==> config.mk <==
export PLATFORM = sky130hd
export DESIGN_NAME = sdram_port_arbiter
export DESIGN_NICKNAME = d
export VERILOG_FILES = /design/src/rtl/sdram_port_arbiter.sv
export SDC_FILE = /design/constraint.sdc
export NUM_CORES = 1
export LEC_CHECK = 0
export CAP_MARGIN = 20
export CORE_MARGIN = 1.5
export CORE_UTILIZATION = 34
export DETAILED_ROUTE_END_ITERATION = 10
export PLACE_DENSITY = 0.87
export SKIP_LAST_GASP = 1
export SYNTH_ARGS = -nofsm -noshare
export SYNTH_HDL_FRONTEND = slang
export SYNTH_SLANG_ARGS = --single-unit
==> constraint.sdc <==
create_clock -name clk -period 7.1 [get_ports clk]
set_input_delay 1.065 -clock clk [delete_from_list [all_inputs] [get_ports clk]]
set_output_delay 1.065 -clock clk [all_outputs]
set_load 0.05 [all_outputs]
==> src/rtl/sdram_port_arbiter.sv <==
// rtl/sdram_port_arbiter.sv - two-port round-robin arbiter in front of one SDRAM controller port
// Define SDRAM_ARB_FIXED_PRIO_EN for fixed m0-over-m1 priority instead of round-robin.
module sdram_port_arbiter #(
    parameter int ADDR_W      = 22,
    parameter int DATA_W      = 16,
    parameter int BE_W        = 2,
    parameter int MAX_PENDING = 4
) (
    input  logic                         clk,
    input  logic                         reset,

    input  logic                         i_m0_rd_n,
    input  logic                         i_m0_wr_n,
    input  logic [ADDR_W-1:0]            i_m0_addr,
    input  logic [DATA_W-1:0]            i_m0_data,
    input  logic [BE_W-1:0]              i_m0_be_n,
    output logic                         o_m0_wait_req,
    output logic                         o_m0_valid,
    output logic [DATA_W-1:0]            o_m0_data,

    input  logic                         i_m1_rd_n,
    input  logic                         i_m1_wr_n,
    input  logic [ADDR_W-1:0]            i_m1_addr,
    input  logic [DATA_W-1:0]            i_m1_data,
    input  logic [BE_W-1:0]              i_m1_be_n,
    output logic                         o_m1_wait_req,
    output logic                         o_m1_valid,
    output logic [DATA_W-1:0]            o_m1_data,

    output logic                         o_rd_n,
    output logic                         o_wr_n,
    output logic [ADDR_W-1:0]            o_addr,
    output logic [DATA_W-1:0]            o_data,
    output logic [BE_W-1:0]              o_be_n,
    input  logic                         i_wait_req,
    input  logic                         i_valid,
    input  logic [DATA_W-1:0]            i_data,

    output logic [1:0]                   o_grant,
    output logic [$clog2(MAX_PENDING):0] o_pending,
    output logic                         o_error
);

    localparam int PTR_W = $clog2(MAX_PENDING);
    localparam int CNT_W = PTR_W + 1;
    localparam logic [CNT_W-1:0] CNT_ONE = CNT_W'(1);
    localparam logic [CNT_W-1:0] CNT_MAX = CNT_W'(MAX_PENDING);
    localparam logic [PTR_W-1:0] PTR_ONE = PTR_W'(1);

    typedef enum logic [1:0] {
        ARB_IDLE = 2'd0,
        ARB_M0   = 2'd1,
        ARB_M1   = 2'd2
    } arb_state_t;

    arb_state_t         state_q, state_d;
`ifndef SDRAM_ARB_FIXED_PRIO_EN
    logic               last_q, last_d;
`endif
    logic [CNT_W-1:0]   pending_q, pending_d;
    logic [PTR_W-1:0]   wr_ptr_q, wr_ptr_d;
    logic [PTR_W-1:0]   rd_ptr_q, rd_ptr_d;
    logic [MAX_PENDING-1:0] tag_q, tag_d;
    logic               error_q, error_d;
    logic               m0_valid_q, m0_valid_d;
    logic               m1_valid_q, m1_valid_d;
    logic [DATA_W-1:0]  rdata_q, rdata_d;

    logic pend_full;
    logic m0_req, m0_wr, m0_rd_raw, m0_rd, m0_blk;
    logic m1_req, m1_wr, m1_rd_raw, m1_rd, m1_blk;
    logic accept, accept_rd, rearb, push, pop;

    // A requester driving both strobes is treated as a write; its read is never issued.
    always_comb begin
        pend_full = (pending_q == CNT_MAX);
        m0_req    = !i_m0_rd_n | !i_m0_wr_n;
        m0_wr     = !i_m0_wr_n;
        m0_rd_raw = !i_m0_rd_n & i_m0_wr_n;
        m0_rd     = m0_rd_raw & !pend_full;
        m0_blk    = m0_rd_raw & pend_full;
        m1_req    = !i_m1_rd_n | !i_m1_wr_n;
        m1_wr     = !i_m1_wr_n;
        m1_rd_raw = !i_m1_rd_n & i_m1_wr_n;
        m1_rd     = m1_rd_raw & !pend_full;
        m1_blk    = m1_rd_raw & pend_full;
    end

    always_comb begin
        o_rd_n        = 1'b1;
        o_wr_n        = 1'b1;
        o_addr        = '0;
        o_data        = '0;
        o_be_n        = '1;
        o_m0_wait_req = 1'b1;
        o_m1_wait_req = 1'b1;
        accept        = 1'b0;
        accept_rd     = 1'b0;
        case (state_q)
            ARB_M0: begin
                o_rd_n        = !m0_rd;
                o_wr_n        = !m0_wr;
                o_addr        = i_m0_addr;
                o_data        = i_m0_data;
                o_be_n        = i_m0_be_n;
                o_m0_wait_req = m0_blk | i_wait_req;
                accept        = (m0_rd | m0_wr) & !i_wait_req;
                accept_rd     = m0_rd & !i_wait_req;
            end
            ARB_M1: begin
                o_rd_n        = !m1_rd;
                o_wr_n        = !m1_wr;
                o_addr        = i_m1_addr;
                o_data        = i_m1_data;
                o_be_n        = i_m1_be_n;
                o_m1_wait_req = m1_blk | i_wait_req;
                accept        = (m1_rd | m1_wr) & !i_wait_req;
                accept_rd     = m1_rd & !i_wait_req;
            end
            default: ;
        endcase
    end

    // Re-arbitrate on acceptance, or when the granted requester has withdrawn.
    always_comb begin
        state_d = state_q;
        rearb   = (state_q == ARB_IDLE) | accept
                | ((state_q == ARB_M0) & !m0_req)
                | ((state_q == ARB_M1) & !m1_req);
`ifdef SDRAM_ARB_FIXED_PRIO_EN
        if (rearb) begin
            if (m0_req)      state_d = ARB_M0;
            else if (m1_req) state_d = ARB_M1;
            else             state_d = ARB_IDLE;
        end
`else
        last_d = accept ? (state_q == ARB_M1) : last_q;
        if (rearb) begin
            case (state_q)
                ARB_M0: begin
                    if (m1_req)      state_d = ARB_M1;
                    else if (m0_req) state_d = ARB_M0;
                    else             state_d = ARB_IDLE;
                end
                ARB_M1: begin
                    if (m0_req)      state_d = ARB_M0;
                    else if (m1_req) state_d = ARB_M1;
                    else             state_d = ARB_IDLE;
                end
                default: begin
                    if (m0_req & m1_req) state_d = last_q ? ARB_M0 : ARB_M1;
                    else if (m0_req)     state_d = ARB_M0;
                    else if (m1_req)     state_d = ARB_M1;
                    else                 state_d = ARB_IDLE;
                end
            endcase
        end
`endif
    end

    // In-order tag FIFO: one id bit per outstanding read, popped by each controller valid.
    always_comb begin
        push     = accept_rd;
        pop      = i_valid & (pending_q != '0);
        tag_d    = tag_q;
        if (push) tag_d[wr_ptr_q] = (state_q == ARB_M1);
        wr_ptr_d = push ? wr_ptr_q + PTR_ONE : wr_ptr_q;
        rd_ptr_d = pop  ? rd_ptr_q + PTR_ONE : rd_ptr_q;
        case ({push, pop})
            2'b10:   pending_d = pending_q + CNT_ONE;
            2'b01:   pending_d = pending_q - CNT_ONE;
            default: pending_d = pending_q;
        endcase
        m0_valid_d = pop & !tag_q[rd_ptr_q];
        m1_valid_d = pop &  tag_q[rd_ptr_q];
        rdata_d    = pop ? i_data : rdata_q;
        error_d    = error_q
                   | (i_valid & (pending_q == '0))
                   | (!i_m0_rd_n & !i_m0_wr_n)
                   | (!i_m1_rd_n & !i_m1_wr_n);
    end

    always_ff @(posedge clk) begin
        if (reset) begin
            state_q    <= ARB_IDLE;
`ifndef SDRAM_ARB_FIXED_PRIO_EN
            last_q     <= 1'b1;
`endif
            pending_q  <= '0;
            wr_ptr_q   <= '0;
            rd_ptr_q   <= '0;
            tag_q      <= '0;
            error_q    <= 1'b0;
            m0_valid_q <= 1'b0;
            m1_valid_q <= 1'b0;
            rdata_q    <= '0;
        end else begin
            state_q    <= state_d;
`ifndef SDRAM_ARB_FIXED_PRIO_EN
            last_q     <= last_d;
`endif
            pending_q  <= pending_d;
            wr_ptr_q   <= wr_ptr_d;
            rd_ptr_q   <= rd_ptr_d;
            tag_q      <= tag_d;
            error_q    <= error_d;
            m0_valid_q <= m0_valid_d;
            m1_valid_q <= m1_valid_d;
            rdata_q    <= rdata_d;
        end
    end

    assign o_grant    = {state_q == ARB_M1, state_q == ARB_M0};
    assign o_pending  = pending_q;
    assign o_error    = error_q;
    assign o_m0_valid = m0_valid_q;
    assign o_m1_valid = m1_valid_q;
    assign o_m0_data  = rdata_q;
    assign o_m1_data  = rdata_q;

endmodule
==> reports/qor.yml <==
critical_path:
  crit_path_end_kind: "output port"
  cp_slowest_cell: "clkdlybuf4s50_1"
  r2r-end: "o_pending[2]"
  crit_chain: "clkdlybuf4s50_1 > or2b_1 > nand2b_1 > nand3b_1 > clkdlybuf4s50_1"
  crit_type: "input port to output port"
  r2r_slack_ps: 3850
  cp_max_fo: 9
  worstRegToRegCells: 11
  arrival_ps: 3080
  critPathMaxStageDelay_ps: 880
  worstReg2RegStart: "state_q[0]"
  cpMostUsedCell: "clkdlybuf4s50_1"
  start_kind: "input port"
  worstPathRequired_ps: 6030
logic_synthesis:
  synth_adder_area_share_pct: 5.70
  syn_nets: 364
  synth_cell_types: 45
  synthFlopType: "dfxtp_1"
  synth_compound_area_share_pct: 30.4
  synth_mux_area_share_pct: 2.55
  synth_top_family_by_area: "compound AO/OA/AOI/OAI gates"
  async_flop_share_pct: 0
  synthCells: 251
  synth_area_per_cell_sq_um: 8.40
  synth_seq_cells: 33
  synthSimpleGateAreaFrac_pct: 16.7
  yosys_warnings: 0
  synth_xor_area_share_pct: 2.08
  synthesis.area_sq_um: 2110
  synth_edf_count: 0
  seq_area_frac_synth_pct: 31.3
run_status:
  outcome: "finished clean"
drt:
  first_pass_iters: 4
  dr.first_iter.drc_count: 124
  wl_met1_microns: 2870
  dr.max_layer_used: "met4"
  ant_nets: 0
  drcViolationCount: 0
  avgViaCountPerCell: 5.01
  wl_met3_microns: 602
  finalWirelength_microns: 7780
  via_count: 2456
  wl_per_cell_microns: 15.9
  wl_met2_microns: 4170
die:
  row_count: 28
  die_w_microns: 81.7
  die_h_microns: 81.7
  io_pins: 188
  coreArea_sq_um: 5960
  start_util_pct: 35.4
  dieArea_sq_um: 6680
timing:
  hold_violations: 0
  maxSlewViolCount: 0
  rsz0062_at_grt: "no"
  max_freq_ghz: 0.241
  tightest_slew_ps: 746
  fin_tns_setup_ps: 0
  clock_skew_ps: 8.39
  worst_hold_slack_ps: 472
  final-setup-viol-count: 0
  slew_headroom_pct: 50.3
  fin_crit_sh_pct: 58.4
  setup_slack_ps: 2950
  period_minus_slack_ps: 4150
clocking:
  cts_setup_buffers: 0
  clock-root-buffer: "clkbuf_8"
  insertion_delay_ps: 280
  cts_sinks: 33
  cts_inserted_buffers: 5
  cts_buffer_depth: 2
  htree_num_levels: 2
  ctsHoldBuffers: 0
  cts_tree: "built"
  cts.clk_slew.worst_paths_ps: 70
  ctsResizeCount: 0
min_path:
  holdPathEnd: "o_m0_data[5]"
  min_path_cells: 2
  min_from: "o_m0_data[5]"
  hp-class: "flip-flop to flip-flop"
final_layout:
  drive_above_1_share_pct: 4.10
  num_antenna_cells: 0
  final_cells: 490
  final_util_pct: 66.9
  final_area_sq_um: 3990
  area_growth_pct: 89.0
  fin_nets: 527
run:
  maxCapViolations: 0
place:
  io_buffer_count: 187
  post-place-ws_ps: 2960
  dpl-instance-area_sq_um: 3900
  routabilityCongestion: 0.851
  dp.final_hpwl_microns: 6250
  place_inst: 482
global_routing:
  grt_pass1_vias: 2292
  grt_pass1_wl_microns: 10900
  grt_max_degree: 39
  antenna_found_initial: 0
  grt-ovfl-total: 0
  grt_usage_pct: 20.8
power:
  powerDensity_nw_per_um2: 332
  vdd_drop_max_mv: 0.204
  p_total_mw: 1.32
  static-leakage-power_nw: 1.42
==> worst max-delay path: cells and delay by family <==
family                 cells  cell delay (ps)
buffers and inverters      2             1500
AND/OR/NAND/NOR            3              520
==> metal layers <==
| metal | track usage [%] | vias up |
|---|---|---|
| li1 | - | 1207 |
| met1 | 22.7 | 1141 |
| met2 | 39.0 | 95 |
| met3 | 5.00 | 13 |
| met4 | 6.61 | 0 |
| met5 | 0 | - |
==> state kept, by name (all words and copies together), names as in the netlist <==
signal and cells:
o_m0_valid 1, o_error 1, rd_ptr_q 2, last_q 1
o_m1_valid 1, state_q 2, o_pending 3, o_m0_data 16
wr_ptr_q 2, tag_q 4
==> cells by family (layout without fill, tap and decap cells) <==
group                    after synthesis  in the layout
XOR/XNOR                               5              5
adder cells (fa/ha/maj)                9              9
AO/OA/AOI/OAI                         83             83
AND/OR/NAND/NOR                       73             73
multiplexers                           4              4
flip-flops                            33             33
buffers and inverters                 44            208
==> synth_stat cells (2+ instances only) <==
| library cell | n | area share, % |
|---|---|---|
| xnor2_1 | 2 | 0.83 |
| a22o_1 | 38 | 16 |
| nor3_1 | 2 | 0.47 |
| a21bo_1 | 4 | 1.9 |
| clkbuf_1 | 13 | 2.3 |
| nor2_1 | 9 | 1.6 |
| dfxtp_1 | 33 | 31 |
| ha_1 | 8 | 4.7 |
| buf_1 | 2 | 0.36 |
| a21oi_1 | 24 | 5.7 |
| buf_4 | 16 | 5.7 |
| nand2b_1 | 5 | 1.5 |
| nand3b_1 | 3 | 1.1 |
| a221o_1 | 3 | 1.4 |
| inv_1 | 8 | 1.4 |
| mux2i_1 | 2 | 0.95 |
| buf_2 | 2 | 0.47 |
| nand3_1 | 7 | 1.7 |
| xor2_1 | 3 | 1.2 |
| a211oi_1 | 2 | 0.71 |
| and2_1 | 3 | 0.89 |
| nand2_1 | 36 | 6.4 |
| inv_2 | 2 | 0.36 |
| o21ai_0 | 3 | 0.71 |
==> power by group <==
| group | leakage [nW] | switching [mW] | total [mW] | internal [mW] |
|---|---|---|---|---|
| clock | 0.0439 | 0.0680 | 0.136 | 0.0676 |
| combinational | 1.11 | 0.612 | 0.953 | 0.341 |
| sequential | 0.267 | 0.0216 | 0.233 | 0.211 |
==> how the worst max path moves through the flow <==
stage               start             to  depth (start not counted)
2_1_floorplan  state_q[1]     o_addr[11]                          7
3_3_place_gp    i_m0_wr_n  o_m0_wait_req                          5
3_5_place_dp    i_m0_wr_n  o_m0_wait_req                          5
4_1_cts         i_m0_wr_n  o_m0_wait_req                          5
5_1_grt         i_m0_wr_n  o_m0_wait_req                          5
6_report        i_m0_wr_n  o_m0_wait_req                          5
==> cells in the final DEF (no fill, tap or decap), types with 2 or more instances in the layout <==
cell type,Yosys,final
clkbuf_8,0,5
nor3_1,2,2
nand2_1,36,36
clkinv_2,0,2
o21ai_0,3,3
a21oi_1,24,24
xor2_1,3,3
nand3_1,7,7
nand2b_1,5,5
clkdlybuf4s50_1,0,187
mux2i_1,2,2
nor2_1,9,9
a221o_1,3,3
ha_1,8,8
dfxtp_1,33,33
buf_4,16,3
a21bo_1,4,4
a211oi_1,2,2
a22o_1,38,38
xnor2_1,2,2
nand3b_1,3,3
inv_1,8,8
and2_1,3,3
inv_2,2,2
==> area by class of cell <==
class	instances	area (sq um)
Inverter	10	37.5
Fill cell	483	1970
Multi-Input combinational cell	174	1210
Sequential cell	33	661
Clock inverter	3	17.5
Clock buffer	5	68.8
Tap cell	75	93.8
Timing Repair Buffer	190	1890
No activity file was read; power rests on OpenSTA's default activity.
